<file path="config.mk">
export PLATFORM = sky130hd
export DESIGN_NAME = shape_record_port
export DESIGN_NICKNAME = d
export VERILOG_FILES = /design/src/rtl/shape_pkg.sv /design/src/rtl/shape_rd_tag_pipe.sv /design/src/rtl/shape_record_port.sv
export SDC_FILE = /design/constraint.sdc
export NUM_CORES = 1
export LEC_CHECK = 0
export CORE_MARGIN = 2
export CORE_UTILIZATION = 24
export CTS_BUF_LIST = sky130_fd_sc_hd__clkbuf_4 sky130_fd_sc_hd__clkbuf_8
export DETAILED_ROUTE_END_ITERATION = 8
export SETUP_SLACK_MARGIN = 0.2
export SYNTH_ARGS = -nofsm -noshare
export SYNTH_HDL_FRONTEND = slang
export SYNTH_SLANG_ARGS = --single-unit
</file>
<file path="constraint.sdc">
create_clock -name clk -period 2.7 [get_ports clk]
set_clock_uncertainty 0.1 [all_clocks]
set_input_delay 0.27 -clock clk [delete_from_list [all_inputs] [get_ports clk]]
set_output_delay 0.27 -clock clk [all_outputs]
set_load 0.05 [all_outputs]
</file>
<file path="src/rtl/shape_pkg.sv">
// ---------------------------------------------------------------------------
// shape_pkg
//
// Shared types and constants for the shape record engine.
//   shape_op_t    : request opcode carried on req_op
//   FIELD_*       : word index of each named field inside a record slot
//   shape_state_t : engine sequencing states
//   op_writes()   : true for opcodes that drive the RAM write strobe
// ---------------------------------------------------------------------------
package shape_pkg;

    typedef enum logic [1:0] {
        OP_WRITE = 2'd0,
        OP_READ  = 2'd1,
        OP_CLEAR = 2'd2,
        OP_NOP   = 2'd3
    } shape_op_t;

    // Word offsets of the named fields within a record slot
    localparam int FIELD_TY     = 0;
    localparam int FIELD_X      = 1;
    localparam int FIELD_Y      = 2;
    localparam int FIELD_SIZE   = 3;
    localparam int FIELD_ROTATE = 4;

    typedef enum logic [2:0] {
        IDLE,
        WRITE,
        READ,
        DRAIN,
        DONE
    } shape_state_t;

    // CLEAR shares the write sequence; it only differs in the data it drives
    function automatic logic op_writes(input shape_op_t op);
        return (op == OP_WRITE) || (op == OP_CLEAR);
    endfunction

endpackage

</file>
<file path="src/rtl/shape_rd_tag_pipe.sv">
// ---------------------------------------------------------------------------
// shape_rd_tag_pipe
//
// RDLAT-deep shift register that travels alongside each RAM read strobe, so
// the word arriving RDLAT cycles later can be steered to the right field
// register. Cleared synchronously so an aborted read never captures.
//
// Ports:
//   clk        : clock
//   rst        : synchronous active-high reset, empties the pipe
//   strobe     : read strobe issued this cycle
//   strobe_idx : field index of the strobed word
//   tag_valid  : returned word on ram_rd_data is a requested field
//   tag_idx    : field index of the returned word
// ---------------------------------------------------------------------------
module shape_rd_tag_pipe #(
    parameter int RDLAT = 1,
    parameter int IDXW  = 4
) (
    input  logic            clk,
    input  logic            rst,
    input  logic            strobe,
    input  logic [IDXW-1:0] strobe_idx,
    output logic            tag_valid,
    output logic [IDXW-1:0] tag_idx
);

    logic            valid_sr [RDLAT];
    logic [IDXW-1:0] idx_sr   [RDLAT];

    // Stage 0 takes the strobe; the last stage lines up with the RAM data
    always_ff @(posedge clk) begin
        if (rst) begin
            for (int i = 0; i < RDLAT; i++) begin
                valid_sr[i] <= 1'b0;
                idx_sr[i]   <= '0;
            end
        end else begin
            valid_sr[0] <= strobe;
            idx_sr[0]   <= strobe_idx;
            for (int i = 1; i < RDLAT; i++) begin
                valid_sr[i] <= valid_sr[i-1];
                idx_sr[i]   <= idx_sr[i-1];
            end
        end
    end

    assign tag_valid = valid_sr[RDLAT-1];
    assign tag_idx   = idx_sr[RDLAT-1];

endmodule

</file>
<file path="src/rtl/shape_record_port.sv">
// ---------------------------------------------------------------------------
// shape_record_port
//
// Record engine between the shape controller and the shape-table RAM. Takes
// one WRITE / READ / CLEAR / NOP request at a time over valid/ready and walks
// the first NFIELD words of the record slot at
//   (id << DATAB) + ram_address_offset   (mod 2^ADDRW).
// Field order in a slot: ty, x, y, size, rotate; extra words are zero.
//
// Ports:
//   clk, rst                   : clock, synchronous active-high reset
//   req_valid / req_ready      : request handshake
//   req_op                     : shape_op_t opcode
//   id, ram_address_offset     : record index and table base
//   ty, x, y, size, rotate     : field values for WRITE
//   ram_address                : shared read/write word address
//   ram_enable, ram_data       : write strobe and data
//   ram_rd_enable, ram_rd_data : read strobe and data (RDLAT cycles later)
//   rd_ty .. rd_rotate         : fields of the most recent read
//   done                       : one-cycle completion pulse
//   busy                       : inverse of req_ready
// ---------------------------------------------------------------------------
module shape_record_port
    import shape_pkg::*;
#(
    parameter int DATAB  = 3,
    parameter int NFIELD = 5,
    parameter int CORDW  = 10,
    parameter int ADDRW  = 20,
    parameter int DATAW  = 12,
    parameter int NUMW   = DATAW,
    parameter int RDLAT  = 1
) (
    input  logic             clk,
    input  logic             rst,
    input  logic             req_valid,
    output logic             req_ready,
    input  logic [1:0]       req_op,
    input  logic [NUMW-1:0]  id,
    input  logic [ADDRW-1:0] ram_address_offset,
    input  logic [DATAW-1:0] ty,
    input  logic [CORDW-1:0] x,
    input  logic [CORDW-1:0] y,
    input  logic [DATAW-1:0] size,
    input  logic [DATAW-1:0] rotate,
    output logic [ADDRW-1:0] ram_address,
    output logic             ram_enable,
    output logic [DATAW-1:0] ram_data,
    output logic             ram_rd_enable,
    input  logic [DATAW-1:0] ram_rd_data,
    output logic [DATAW-1:0] rd_ty,
    output logic [CORDW-1:0] rd_x,
    output logic [CORDW-1:0] rd_y,
    output logic [DATAW-1:0] rd_size,
    output logic [DATAW-1:0] rd_rotate,
    output logic             done,
    output logic             busy
);

    // One extra bit so ptr can hold 2^DATAB-1 even when DATAB is 0
    localparam int PTRW  = DATAB + 1;
    localparam int WIDEW = ADDRW + NUMW + DATAB;
    localparam logic [PTRW-1:0] LAST_PTR = PTRW'(NFIELD - 1);

    shape_state_t     state;
    logic [PTRW-1:0]  ptr;
    logic [PTRW-1:0]  ptr_next;
    logic             clear_op;
    logic [ADDRW-1:0] base;
    logic [ADDRW-1:0] base_in;
    logic [DATAW-1:0] ty_q;
    logic [CORDW-1:0] x_q;
    logic [CORDW-1:0] y_q;
    logic [DATAW-1:0] size_q;
    logic [DATAW-1:0] rotate_q;
    logic [DATAW-1:0] next_word;
    logic             accept;
    logic             tag_valid;
    logic [PTRW-1:0]  tag_idx;
    shape_op_t        op_in;

    assign op_in    = shape_op_t'(req_op);
    assign accept   = req_valid && req_ready;
    assign ptr_next = ptr + PTRW'(1);
    assign busy     = !req_ready;

    // Widen before shifting so high id bits are dropped only by the final
    // truncation, giving a clean mod 2^ADDRW wrap
    assign base_in = ADDRW'(WIDEW'(id) << DATAB) + ram_address_offset;

    // Data for the word after the current one, taken from the latched fields
    always_comb begin
        next_word = '0;
        if (!clear_op) begin
            case (ptr_next)
                PTRW'(FIELD_TY):     next_word = ty_q;
                PTRW'(FIELD_X):      next_word = DATAW'(x_q);
                PTRW'(FIELD_Y):      next_word = DATAW'(y_q);
                PTRW'(FIELD_SIZE):   next_word = size_q;
                PTRW'(FIELD_ROTATE): next_word = rotate_q;
                default:             next_word = '0;
            endcase
        end
    end

    // Main sequencer. All RAM-side outputs are registered: the values for
    // word ptr+1 are loaded on the same edge that advances ptr.
    always_ff @(posedge clk) begin
        if (rst) begin
            state         <= IDLE;
            ptr           <= '0;
            clear_op      <= 1'b0;
            base          <= '0;
            ty_q          <= '0;
            x_q           <= '0;
            y_q           <= '0;
            size_q        <= '0;
            rotate_q      <= '0;
            req_ready     <= 1'b1;
            done          <= 1'b0;
            ram_enable    <= 1'b0;
            ram_rd_enable <= 1'b0;
            ram_address   <= '0;
            ram_data      <= '0;
        end else begin
            case (state)
                IDLE: begin
                    if (accept) begin
                        ptr       <= '0;
                        base      <= base_in;
                        clear_op  <= (op_in == OP_CLEAR);
                        ty_q      <= ty;
                        x_q       <= x;
                        y_q       <= y;
                        size_q    <= size;
                        rotate_q  <= rotate;
                        req_ready <= 1'b0;
                        if (op_writes(op_in)) begin
                            state       <= WRITE;
                            ram_enable  <= 1'b1;
                            ram_address <= base_in;
                            ram_data    <= (op_in == OP_CLEAR) ? '0 : ty;
                        end else if (op_in == OP_READ) begin
                            state         <= READ;
                            ram_rd_enable <= 1'b1;
                            ram_address   <= base_in;
                        end else begin
                            state <= DONE;
                            done  <= 1'b1;
                        end
                    end
                end

                WRITE: begin
                    if (ptr == LAST_PTR) begin
                        state       <= DONE;
                        done        <= 1'b1;
                        ram_enable  <= 1'b0;
                        ram_address <= '0;
                        ram_data    <= '0;
                    end else begin
                        ptr         <= ptr_next;
                        ram_address <= base + ADDRW'(ptr_next);
                        ram_data    <= next_word;
                    end
                end

                READ: begin
                    if (ptr == LAST_PTR) begin
                        state         <= DRAIN;
                        ram_rd_enable <= 1'b0;
                        ram_address   <= '0;
                    end else begin
                        ptr         <= ptr_next;
                        ram_address <= base + ADDRW'(ptr_next);
                    end
                end

                // The last field's tag surfacing means its data is on the bus now
                DRAIN: begin
                    if (tag_valid && (tag_idx == LAST_PTR)) begin
                        state <= DONE;
                        done  <= 1'b1;
                    end
                end

                DONE: begin
                    done      <= 1'b0;
                    req_ready <= 1'b1;
                    state     <= IDLE;
                end

                default: state <= IDLE;
            endcase
        end
    end

    // Read-back registers only change on a tagged capture; slots beyond the
    // named fields are dropped
    always_ff @(posedge clk) begin
        if (rst) begin
            rd_ty     <= '0;
            rd_x      <= '0;
            rd_y      <= '0;
            rd_size   <= '0;
            rd_rotate <= '0;
        end else if (tag_valid) begin
            case (tag_idx)
                PTRW'(FIELD_TY):     rd_ty     <= ram_rd_data;
                PTRW'(FIELD_X):      rd_x      <= ram_rd_data[CORDW-1:0];
                PTRW'(FIELD_Y):      rd_y      <= ram_rd_data[CORDW-1:0];
                PTRW'(FIELD_SIZE):   rd_size   <= ram_rd_data;
                PTRW'(FIELD_ROTATE): rd_rotate <= ram_rd_data;
                default: ;
            endcase
        end
    end

    shape_rd_tag_pipe #(
        .RDLAT (RDLAT),
        .IDXW  (PTRW)
    ) u_tag_pipe (
        .clk        (clk),
        .rst        (rst),
        .strobe     (ram_rd_enable),
        .strobe_idx (ptr),
        .tag_valid  (tag_valid),
        .tag_idx    (tag_idx)
    );

endmodule

</file>
==> metrics.cfg <==
[outcome]
status = finished clean

[sta]
report.final.hold_viol_count = 0
fmax_mhz = 408
rsz0062_at_grt = yes
finalCritPeriodShare_pct = 90.7
min_period_ps = 2450
worst_pin_slew_ps = 801
maxSlewHeadroom_pct = 46.6
worst_slack_ps = 252
drv_slew = 0
setup_tns_ps = 0
setup-violations-final = 0

[floorplan]
num_io_pins = 198
rows = 69
die-area_sq_um = 37100
core_sq_um = 35300
die_h_um = 193
start_util_pct = 24.2
die_x_um = 193

[placed_design]
place_congestion = 0.822
dpl_worst_slack_ps = -105
io_buffers = 197
dp_hpwl_mm = 19.7
place_inst = 1655
dpl_cell_area_sq_um = 11200

[yosys]
synth_edf_count = 0
async_flop_share_pct = 0
ys_seq_area_share_pct = 42.4
yosys-top-cells-area = dfxtp_1 (42%), nand2_1 (7.1%), mux2i_1 (6.8%), a21oi_1 (6.3%), nor2_1 (5.1%)
yosysWarnings = 0
ys_seq_elements = 181
synthTopCellsByCount = dfxtp_1 (181), nand2_1 (162), nor2_1 (115)
synth_top_area_cell = dfxtp_1
synth_top_flop_cell = dfxtp_1
synth_most_common_cell = dfxtp_1
synth.avg_cell_area_sq_um = 8.40
synth_nets = 1147
synth.cell_area_sq_um = 8550
yosysTopAreaCellShare_pct = 42.4
synth_cells = 1018
ys_types = 68

[route]
vias_per_cell = 4.76
route.detailed.drc = 0
drt_iter0_drc = 597
vias = 8089
drt-pass1-iter-count = 5
routedWlPerCell_um = 16.2
routed_wl_mm = 27.6
antenna_left = 0

[clocking]
htree_levels = 4
path_clk_slew_ps = 130
cts_sinks = 181
cts_root_buf = clkbuf_8
cts_inserted_buffers = 17
cts_tree = done
cts.path.max_buffers = 2
clkLatencyLatePin_ps = 480

[cells_and_area]
syn2layout_area_growth_pct = 38.9
stdcell_count = 1698
utilization_pct = 33.6
fin_area_sq_um = 11900
drive_gt1_share_pct = 10.1
nets = 1350

[setup_path]
arrival_ps = 2700
path_class = flip-flop to flip-flop
cp_data_required_time_ps = 2950
startpoint_type = flip-flop
path_max_fanout = 5
cp-end-kind = flip-flop

[power_and_ir_drop]
p_leak_nw = 4.49
power_density_nw_per_um2 = 851
peakVddDrop_v = 0.000435

[global_route]
antenna_found_initial = 4
overflow = 0
grt.total_usage_pct = 14.3
first_global_vias = 7530
grt_pass1_wl_mm = 41.7
grt_start_max_net_pins = 79

[hold_path]
hold_path_class = primary input to flip-flop

[run]
maxCapViolations = 0

[per-layer routing]
metal | GRT usage (%) | wire, um | up-vias
met5 | 0 | 11 | -
met4 | 3.96 | 162 | 2
met3 | 2.66 | 1590 | 11
met2 | 23.9 | 13500 | 242
met1 | 18.9 | 12400 | 3809
li1 | - | - | 4025
[registers in the layout (all words and copies together), names as in the netlist, 12 cells and up]
name	count
rd_ty	12
rd_size	12
ram_data	12
rd_rotate	12
ty_q	12
base	20
rotate_q	12
size_q	12
ram_address	20
[where the power goes]
group / internal (mW) / total [mW] / switching [mW]
Combinational: 1.67 / 4.54 / 2.86
Sequential: 3.20 / 3.63 / 0.428
Clock: 0.725 / 1.93 / 1.21
Total: 5.60 / 10.1 / 4.50
[cell type report]
cell class	instances	area [sq um]
well taps	461	577
inverters	15	56.3
clock inverters	15	203
multi-input cells	757	4750
fillers	3655	23400
repair buffers	249	2410
clock buffers	17	234
diodes	3	7.51
flip-flops and latches	181	3630
[repair_timing]
item                       in CTS  in global routing
hold buffers                    0                  0
buffers inserted                5                  1
pin swaps                       9                 11
gates cloned                    0                  2
gates resized for setup         8                 15
setup endpoints to repair      21                 25
[critical path: stages, from the launching register on]
cell	delay, ps
dfxtp_4	380
ha_4	180
nor2b_1	140
or2_4	240
ha_4	280
nor2b_4	150
o31a_1	150
buf_4	130
nand4_1	90
xnor2_1	160
a221oi_2	270
nor3_1	70
[cells in the final DEF (no fill, tap or decap), types with 4 or more instances in the layout]
master	instances
a221oi_1	12
a22oi_1	5
ha_1	17
buf_4	48
xor2_1	7
ha_4	4
a32oi_1	5
and3_1	36
clkdlybuf4s50_1	196
o21ai_0	16
o21ai_1	4
o21a_1	7
buf_12	4
nor3_1	11
xnor2_1	15
and4_1	5
a2111oi_0	7
or3_1	5
nand3_1	21
inv_1	14
nand3b_1	5
nor2b_1	7
dfxtp_1	177
o21bai_1	11
a21o_1	4
and2_1	7
a21oi_1	108
nor4_1	4
nand4_1	6
a211oi_1	20
nor2_1	115
nand2_1	162
clkinv_8	8
a311oi_1	7
clkbuf_8	17
mux2i_1	58
[cells by family (layout without fill, tap and decap cells)]
family | count (synthesis) | in the layout | synth area share, %
AND/OR/NAND/NOR | 407 | 407 | 21.8
AO/OA/AOI/OAI | 242 | 244 | 18.8
flip-flops | 181 | 181 | 42.4
buffers and inverters | 82 | 296 | 4.06
multiplexers | 58 | 58 | 6.79
adder cells (fa/ha/maj) | 24 | 24 | 3.69
XOR/XNOR | 24 | 24 | 2.46
other | 0 | 3 | 0
[stage by stage]
stage,power (mW),hold WS (ps)
detailed placement,8.16,343
global placement,8.11,339
finish,10.1,230
global route,10.7,182
CTS,10.2,195
floorplan,6.48,306
[path summary, 6_finish.rpt]
kind	start	endpoint	slack [ps]	cells past startpoint
setup reg to reg	ptr[0]	ram_address[8]	250	11
hold / removal	y[2]	y_q[2]	230	3
hold reg to reg	ty_q[8]	ty_q[8]	360	2
setup / recovery	ptr[0]	ram_address[8]	250	11
Power figures use the tool's default switching activity.
